===== config.mk =====
export PLATFORM = sky130hd
export DESIGN_NAME = itch_msg_framer
export DESIGN_NICKNAME = d
export VERILOG_FILES = /design/src/rtl/itch_msg_framer_pkg.sv /design/src/rtl/itch_msg_framer.sv
export SDC_FILE = /design/constraint.sdc
export NUM_CORES = 2
export LEC_CHECK = 0
export ABC_CLOCK_PERIOD_IN_PS = 37000
export CELL_PAD_IN_SITES_DETAIL_PLACEMENT = 1
export CELL_PAD_IN_SITES_GLOBAL_PLACEMENT = 2
export CORE_ASPECT_RATIO = 1.5
export CORE_UTILIZATION = 38
export CTS_CLUSTER_SIZE = 30
export DETAILED_ROUTE_END_ITERATION = 10
export PLACE_DENSITY = 0.8
export RECOVER_POWER = 100
export SYNTH_ARGS = -nofsm -noshare
export SYNTH_HDL_FRONTEND = slang
export SYNTH_SLANG_ARGS = --single-unit

===== constraint.sdc =====
create_clock -name clkIn -period 37 [get_ports clkIn]
set_clock_uncertainty 0.15 [all_clocks]
set_input_delay 5.55 -clock clkIn [delete_from_list [all_inputs] [get_ports clkIn]]
set_output_delay 5.55 -clock clkIn [all_outputs]
set_load 0.03 [all_outputs]

===== src/rtl/itch_msg_framer_pkg.sv =====
// Shared ITCH framing definitions: capture sizing, framer FSM states and
// ITCH message type codes for the order book stage.
package itch_msg_framer_pkg;

  localparam int MAX_ITCH_MSG_BYTES = 50;
  localparam int ITCH_IDLE_TIMEOUT  = 64;

  typedef enum logic [1:0] {
    LEN_HI = 2'd0,
    LEN_LO = 2'd1,
    BODY   = 2'd2,
    EMIT   = 2'd3
  } itchFramerStateType;

  localparam logic [7:0] ITCH_TYPE_ADD_ORDER    = 8'h41; // 'A'
  localparam logic [7:0] ITCH_TYPE_DELETE_ORDER = 8'h44; // 'D'
  localparam logic [7:0] ITCH_TYPE_EXECUTED     = 8'h45; // 'E'
  localparam logic [7:0] ITCH_TYPE_CANCEL       = 8'h58; // 'X'
  localparam logic [7:0] ITCH_TYPE_REPLACE      = 8'h55; // 'U'
  localparam logic [7:0] ITCH_TYPE_SYSTEM_EVENT = 8'h53; // 'S'

  function automatic logic [15:0] satInc16(input logic [15:0] value);
    if (value == 16'hFFFF) begin
      satInc16 = value;
    end else begin
      satInc16 = value + 16'd1;
    end
  endfunction

endpackage


===== src/rtl/itch_msg_framer.sv =====
// Splits the gated MoldUDP64 payload into length-prefixed ITCH messages and
// emits each one as a single registered wide word with status flags and counters.
module itch_msg_framer
  import itch_msg_framer_pkg::*;
#(
  parameter int MAX_MSG_BYTES = MAX_ITCH_MSG_BYTES,
  parameter int IDLE_TIMEOUT  = ITCH_IDLE_TIMEOUT
) (
  input  logic                       clkIn,
  input  logic                       rstIn,
  input  logic                       itchDataValidIn,
  input  logic [7:0]                 itchDataIn,
  input  logic                       packetLostIn,
  output logic                       msgValidOut,
  output logic [7:0]                 msgTypeOut,
  output logic [15:0]                msgLenOut,
  output logic [MAX_MSG_BYTES*8-1:0] msgDataOut,
  output logic                       msgTruncOut,
  output logic                       msgSeqGapOut,
  output logic [31:0]                msgCntOut,
  output logic [15:0]                abortCntOut
);

  localparam int DATA_W = MAX_MSG_BYTES * 8;
  localparam logic [15:0] IDLE_LAST = 16'(IDLE_TIMEOUT - 1);
  localparam logic [15:0] MAX_LEN   = 16'(MAX_MSG_BYTES);

  itchFramerStateType stateR, nextStateS;

  logic [15:0]       lenR;
  logic [15:0]       byteIdxR;
  logic [15:0]       idleCntR;
  logic [DATA_W-1:0] dataR;
  logic              gapLatchR;

  logic loadHiS, loadLoS, startBodyS, storeByteS;
  logic emitS, abortS, idleTickS, idleClrS, timeoutS;

  // State register
  always_ff @(posedge clkIn or posedge rstIn) begin
    if (rstIn) begin
      stateR <= LEN_HI;
    end else begin
      stateR <= nextStateS;
    end
  end

  // Next-state decode and datapath strobes
  always_comb begin
    nextStateS = stateR;
    loadHiS    = 1'b0;
    loadLoS    = 1'b0;
    startBodyS = 1'b0;
    storeByteS = 1'b0;
    emitS      = 1'b0;
    abortS     = 1'b0;
    idleTickS  = 1'b0;
    idleClrS   = 1'b0;
    timeoutS   = (idleCntR == IDLE_LAST);
    case (stateR)
      LEN_HI: begin
        idleClrS = 1'b1;
        if (itchDataValidIn) begin
          loadHiS    = 1'b1;
          nextStateS = LEN_LO;
        end else begin
          nextStateS = LEN_HI;
        end
      end
      LEN_LO: begin
        if (itchDataValidIn) begin
          idleClrS = 1'b1;
          loadLoS  = 1'b1;
          if ({lenR[15:8], itchDataIn} == 16'h0000) begin
            abortS     = 1'b1;
            nextStateS = LEN_HI;
          end else begin
            startBodyS = 1'b1;
            nextStateS = BODY;
          end
        end else if (timeoutS) begin
          abortS     = 1'b1;
          idleClrS   = 1'b1;
          nextStateS = LEN_HI;
        end else begin
          idleTickS = 1'b1;
        end
      end
      BODY: begin
        if (itchDataValidIn) begin
          idleClrS   = 1'b1;
          storeByteS = 1'b1;
          if (byteIdxR == (lenR - 16'd1)) begin
            nextStateS = EMIT;
          end else begin
            nextStateS = BODY;
          end
        end else if (timeoutS) begin
          abortS     = 1'b1;
          idleClrS   = 1'b1;
          nextStateS = LEN_HI;
        end else begin
          idleTickS = 1'b1;
        end
      end
      EMIT: begin
        // A byte arriving here is already the next message's length MSB
        emitS    = 1'b1;
        idleClrS = 1'b1;
        if (itchDataValidIn) begin
          loadHiS    = 1'b1;
          nextStateS = LEN_LO;
        end else begin
          nextStateS = LEN_HI;
        end
      end
      default: begin
        idleClrS   = 1'b1;
        nextStateS = LEN_HI;
      end
    endcase
  end

  // Length, byte index, idle counter and capture register
  always_ff @(posedge clkIn or posedge rstIn) begin
    if (rstIn) begin
      lenR     <= 16'h0000;
      byteIdxR <= 16'h0000;
      idleCntR <= 16'h0000;
      dataR    <= '0;
    end else begin
      if (loadHiS) begin
        lenR[15:8] <= itchDataIn;
      end
      if (loadLoS) begin
        lenR[7:0] <= itchDataIn;
      end
      if (startBodyS) begin
        dataR    <= '0;
        byteIdxR <= 16'h0000;
      end else if (storeByteS) begin
        for (int k = 0; k < MAX_MSG_BYTES; k++) begin
          if (byteIdxR == 16'(k)) begin
            dataR[(MAX_MSG_BYTES-1-k)*8 +: 8] <= itchDataIn;
          end
        end
        byteIdxR <= byteIdxR + 16'd1;
      end
      if (idleClrS) begin
        idleCntR <= 16'h0000;
      end else if (idleTickS) begin
        idleCntR <= idleCntR + 16'd1;
      end
    end
  end

  // Sequence-gap latch: an emit coinciding with a new pulse reports the old value
  always_ff @(posedge clkIn or posedge rstIn) begin
    if (rstIn) begin
      gapLatchR <= 1'b0;
    end else if (emitS) begin
      gapLatchR <= packetLostIn;
    end else if (packetLostIn) begin
      gapLatchR <= 1'b1;
    end
  end

  // Registered message outputs and counters
  always_ff @(posedge clkIn or posedge rstIn) begin
    if (rstIn) begin
      msgValidOut  <= 1'b0;
      msgTypeOut   <= 8'h00;
      msgLenOut    <= 16'h0000;
      msgDataOut   <= '0;
      msgTruncOut  <= 1'b0;
      msgSeqGapOut <= 1'b0;
      msgCntOut    <= 32'h0000_0000;
      abortCntOut  <= 16'h0000;
    end else begin
      msgValidOut <= emitS;
      if (emitS) begin
        msgTypeOut   <= dataR[DATA_W-1 -: 8];
        msgLenOut    <= lenR;
        msgDataOut   <= dataR;
        msgTruncOut  <= (lenR > MAX_LEN);
        msgSeqGapOut <= gapLatchR;
        msgCntOut    <= msgCntOut + 32'd1;
      end
      if (abortS) begin
        abortCntOut <= satInc16(abortCntOut);
      end
    end
  end

endmodule


==> qor_table.md <==
| Item | This run | Unit |
| --- | --- | --- |
| Top cells by count, synth | dfrtp_1, mux2_2, nor2_1, nand2_1, mux2i_1 | - |
| Critical path required time | 35,340 | ps |
| Placeable core region | 0.0972 | mm² |
| Leading post-synthesis cells by cell area | dfrtp_1, mux2_2, mux2i_1 | - |
| Met2 global-route usage | 39.8 | % |
| DR WL/cell | 24.0 | µm |
| Drt initial violations | 1,217 | - |
| Peak Freq | 56.0 | MHz |
| Row cnt | 140 | - |
| Hold-fix buffers, CTS | 0 | - |
| Final hold viol count | 0 | - |
| # Post-CTS Setup Buffers | 0 | - |
| Total number of yosys warnings | 0 | - |
| Sum of overflow across all layers after global routing | 0 | - |
| Startpoint of the worst-slack reg-to-reg timing path | stateR[0] | - |
| Final antenna diode count | 0 | - |
| Via count of the first global-routing pass | 27,200 | - |
| Worst Setup SP | rstIn | - |
| Longest Clk Path Bufs | 3 | - |
| Worst hold slack | 329 | ps |
| Combinational family with the most area after synthesis | multiplexers | - |
| Final weighted congestion of routability-driven global placement | 0.774 | - |
| Worst Setup Start Kind | input port | - |
| Share of the synthesized area in the top cell type | 61.6 | % |
| Post-CTS clock slew at the launch and capture registers of the worst setup and hold paths | 60 | ps |
| Area growth, synth to finish | 24.2 | % |
| Adder-Cell Fraction of Synth Area | 0.436 | % |
| Worst-case vdd ir drop | 0.0000381 | V |
| Synth Register Bits | 918 | - |
| Number of buffers inserted by port buffering | 486 | - |
| Number of flops mapped to enable cells by yosys | 0 | - |
| Relative slew margins | -583 | % |
| Layout Nets | 3,380 | - |
| Post-synthesis compound-gate area fraction | 3.30 | % |
| Number of distinct library cells after synthesis | 69 | - |
| Vias after detailed routing | 24,500 | - |
| DRC | 0 | - |
| Run status | finished with violations | - |
| Placed cell count | 4,541 | - |
| Busiest metal layer after global routing | met2 | - |
| DIE WIDTH | 258 | µm |
| Setup Total Neg Slack | 0 | ps |
| Clock network latency to the later pin of the worst-skew pair | 680 | ps |
| Die Height | 386 | µm |
| Share of synthesized registers carrying an async set or reset | 100 | % |
| Global-route track usage on met1 | 27.5 | % |
| Unrepaired setup endpoints after global routing | no | - |
| Transition time of the tightest slew-check pin | 10,250 | ps |
| Max-capacitance violation count | 20 | - |
| Number of max-slew violations in the final report | 1,653 | - |
| Predominant post-synthesis flop cell | dfrtp_1 | - |
| Summed area of non-filler cells in the final layout | 0.0463 | mm² |
| Share of synthesized area occupied by flip-flops and latches | 61.6 | % |
| Clock root cell | clkbuf_16 | - |
| Net count after synthesis | 2,969 | - |
| Hold path startpoint | msgCntOut[31] | - |
| Overall routed net length | 113,000 | µm |
| Worst Hold Path Cells | 1 | - |
| Signal arrival time at the worst endpoint | 16,200 | ps |
| Worst-case hold path end point | msgCntOut[31] | - |
| Total iterations of the first detailed-routing run | 4 | - |
| Power Density | 54.6 | mW/mm² |
| Cell count after synthesis | 2,944 | - |
| Syn_area_per_cell | 12.7 | µm² |
| Cell area after placement | 0.0432 | mm² |
| Largest net degree at the start of global routing | 200 | - |
| Final-report setup violation count | 0 | - |
| Resize count post-CTS | 0 | - |
| Antenna violations before repair | 1 | - |
| Worst Reg2Reg Path Length in Cells | 3 | - |
| Clock tree from TritonCTS | yes | - |
| Die Footprint | 0.0994 | mm² |
| Number of H-tree levels | 3 | - |
| CTS buffer count | 90 | - |
| Sinks on the clock net | 918 | - |
| Via-per-instance ratio | 5.21 | - |
| Share of the cycle needed by the critical path after routing | 48.3 | % |
| Ratio of cells with drive above 1 in the final layout | 19.4 | % |
| Detailed-placement wirelength estimate | 72,000 | µm |
| Post-Synth XOR/XNOR Area | 2.11 | % |
| Violated checks | capacitance limit, slew limit | - |
| Post-route worst setup slack | 19,140 | ps |
| Synthesized cell area | 0.0373 | mm² |
| Dominant cell by count in the synthesized netlist | dfrtp_1 | - |
| Fraction of synthesized area in multiplexers | 20.3 | % |
| Critical path endpoint category | async pin | - |
| Simple-gate portion of the synthesized area | 9.93 | % |
| Total I/O pin count | 487 | - |
| Post-Place Worst Slack | 27,540 | ps |
| Class of the tightest hold or removal check | reg2reg | - |
| Critical path peak fanout | 174 | - |
| Post-synth top area cell | dfrtp_1 | - |
| First-pass GRT wire length | 173,000 | µm |
| Effective utilization at floorplan | 38.3 | % |
| Final critical-path required period | 17,860 | ps |
| Critical Setup Path Class | in2async | - |
| Global-route met3 utilization | 5.44 | % |
| Setup slack on the worst flop-to-flop path | 26,310 | ps |
| Reg2reg end | msgDataOut[39] | - |
| Final standard cell count with taps included and fillers excluded | 4,708 | - |
| Static leakage power | 22.9 | nW |
| Count of antenna-violating nets left after detailed routing | 0 | - |
| All-layer global routing usage | 22.9 | % |
==> metal layers <==
metal	routed length, µm	part of all wire (%)
met1	44900	40
met2	57900	51
met3	6470	5.7
met4	3460	3.1
met5	0	0
==> layout make-up <==
| type | count | area [µm²] |
|---|---|---|
| multi-input combinational | 1820 | 13400 |
| clock inverter | 41 | 686 |
| fill | 9946 | 50900 |
| inverter | 15 | 57.6 |
| tap | 1278 | 1600 |
| timing repair buffer | 510 | 4970 |
| sequential | 918 | 23000 |
| clock buffer | 126 | 2600 |
==> per-stage QoR <==
step	power (mW)	util, %
floorplan	1.38	-
global placement	1.51	44.4
detailed placement	1.52	44.4
CTS	2.55	47.8
global route	2.62	47.6
finish	2.53	47.6
==> critical path, cell delays in order <==
cell and delay [ps]:
dlygate4sd3_1 540, clkinvlp_2 3230, clkbuf_1 6610
==> worst max path at each step <==
stage / to / depth (start not counted) / slack (ps)
finish: lenR[2] / 3 / 19140
global placement: dataR[312] / 8 / 27620
CTS: dataR[316] / 8 / 28270
global route: msgDataOut[18] / 3 / 16460
floorplan: abortCntOut[0] / 1 / 5490
detailed placement: dataR[340] / 6 / 27540
==> registers in the layout (all words and copies together), names as in the netlist <==
name	cells
lenR	16
msgTypeOut	8
byteIdxR	16
dataR	400
msgValidOut	1
gapLatchR	1
idleCntR	16
msgCntOut	32
msgSeqGapOut	1
abortCntOut	16
msgDataOut	392
stateR	2
msgTruncOut	1
msgLenOut	16
==> where the power goes <==
group	switching, mW	internal (mW)
Clock	0.409	0.611
Combinational	0.263	0.146
Sequential	0.0514	1.05
==> cells by family (layout without fill, tap and decap cells) <==
family / count (synthesis) / in the layout
xor+xnor: 90 / 90
flops: 918 / 918
buf+inv: 206 / 692
fa+ha+maj: 13 / 13
simple gates: 791 / 791
mux: 700 / 700
compound gates: 226 / 226
==> cell usage in the layout, fill, tap and decap left out, types with 5 or more instances in the layout <==
cell / synthesis / final
and4_1: 11 / 11
clkbuf_16: 0 / 91
xnor2_1: 58 / 58
mux2i_1: 266 / 266
nor4_1: 8 / 8
bufinv_16: 0 / 17
nor2_8: 5 / 5
inv_1: 15 / 14
nand2_1: 269 / 269
nor3_1: 8 / 8
dfrtp_1: 918 / 918
a21oi_1: 144 / 145
clkbuf_8: 0 / 19
o21ai_0: 60 / 60
and2_1: 6 / 5
and3_1: 18 / 18
xor2_1: 32 / 32
ha_1: 13 / 13
nor2_4: 8 / 8
nor2_1: 326 / 326
or3_1: 7 / 8
clkbuf_1: 156 / 33
mux2_2: 433 / 431
nand4_1: 23 / 23
clkinv_2: 0 / 16
nand3_1: 38 / 38
dlygate4sd3_1: 0 / 478
nor2_2: 20 / 20
buf_4: 11 / 14
or2_2: 8 / 8
(Power assumes the default switching activity.)
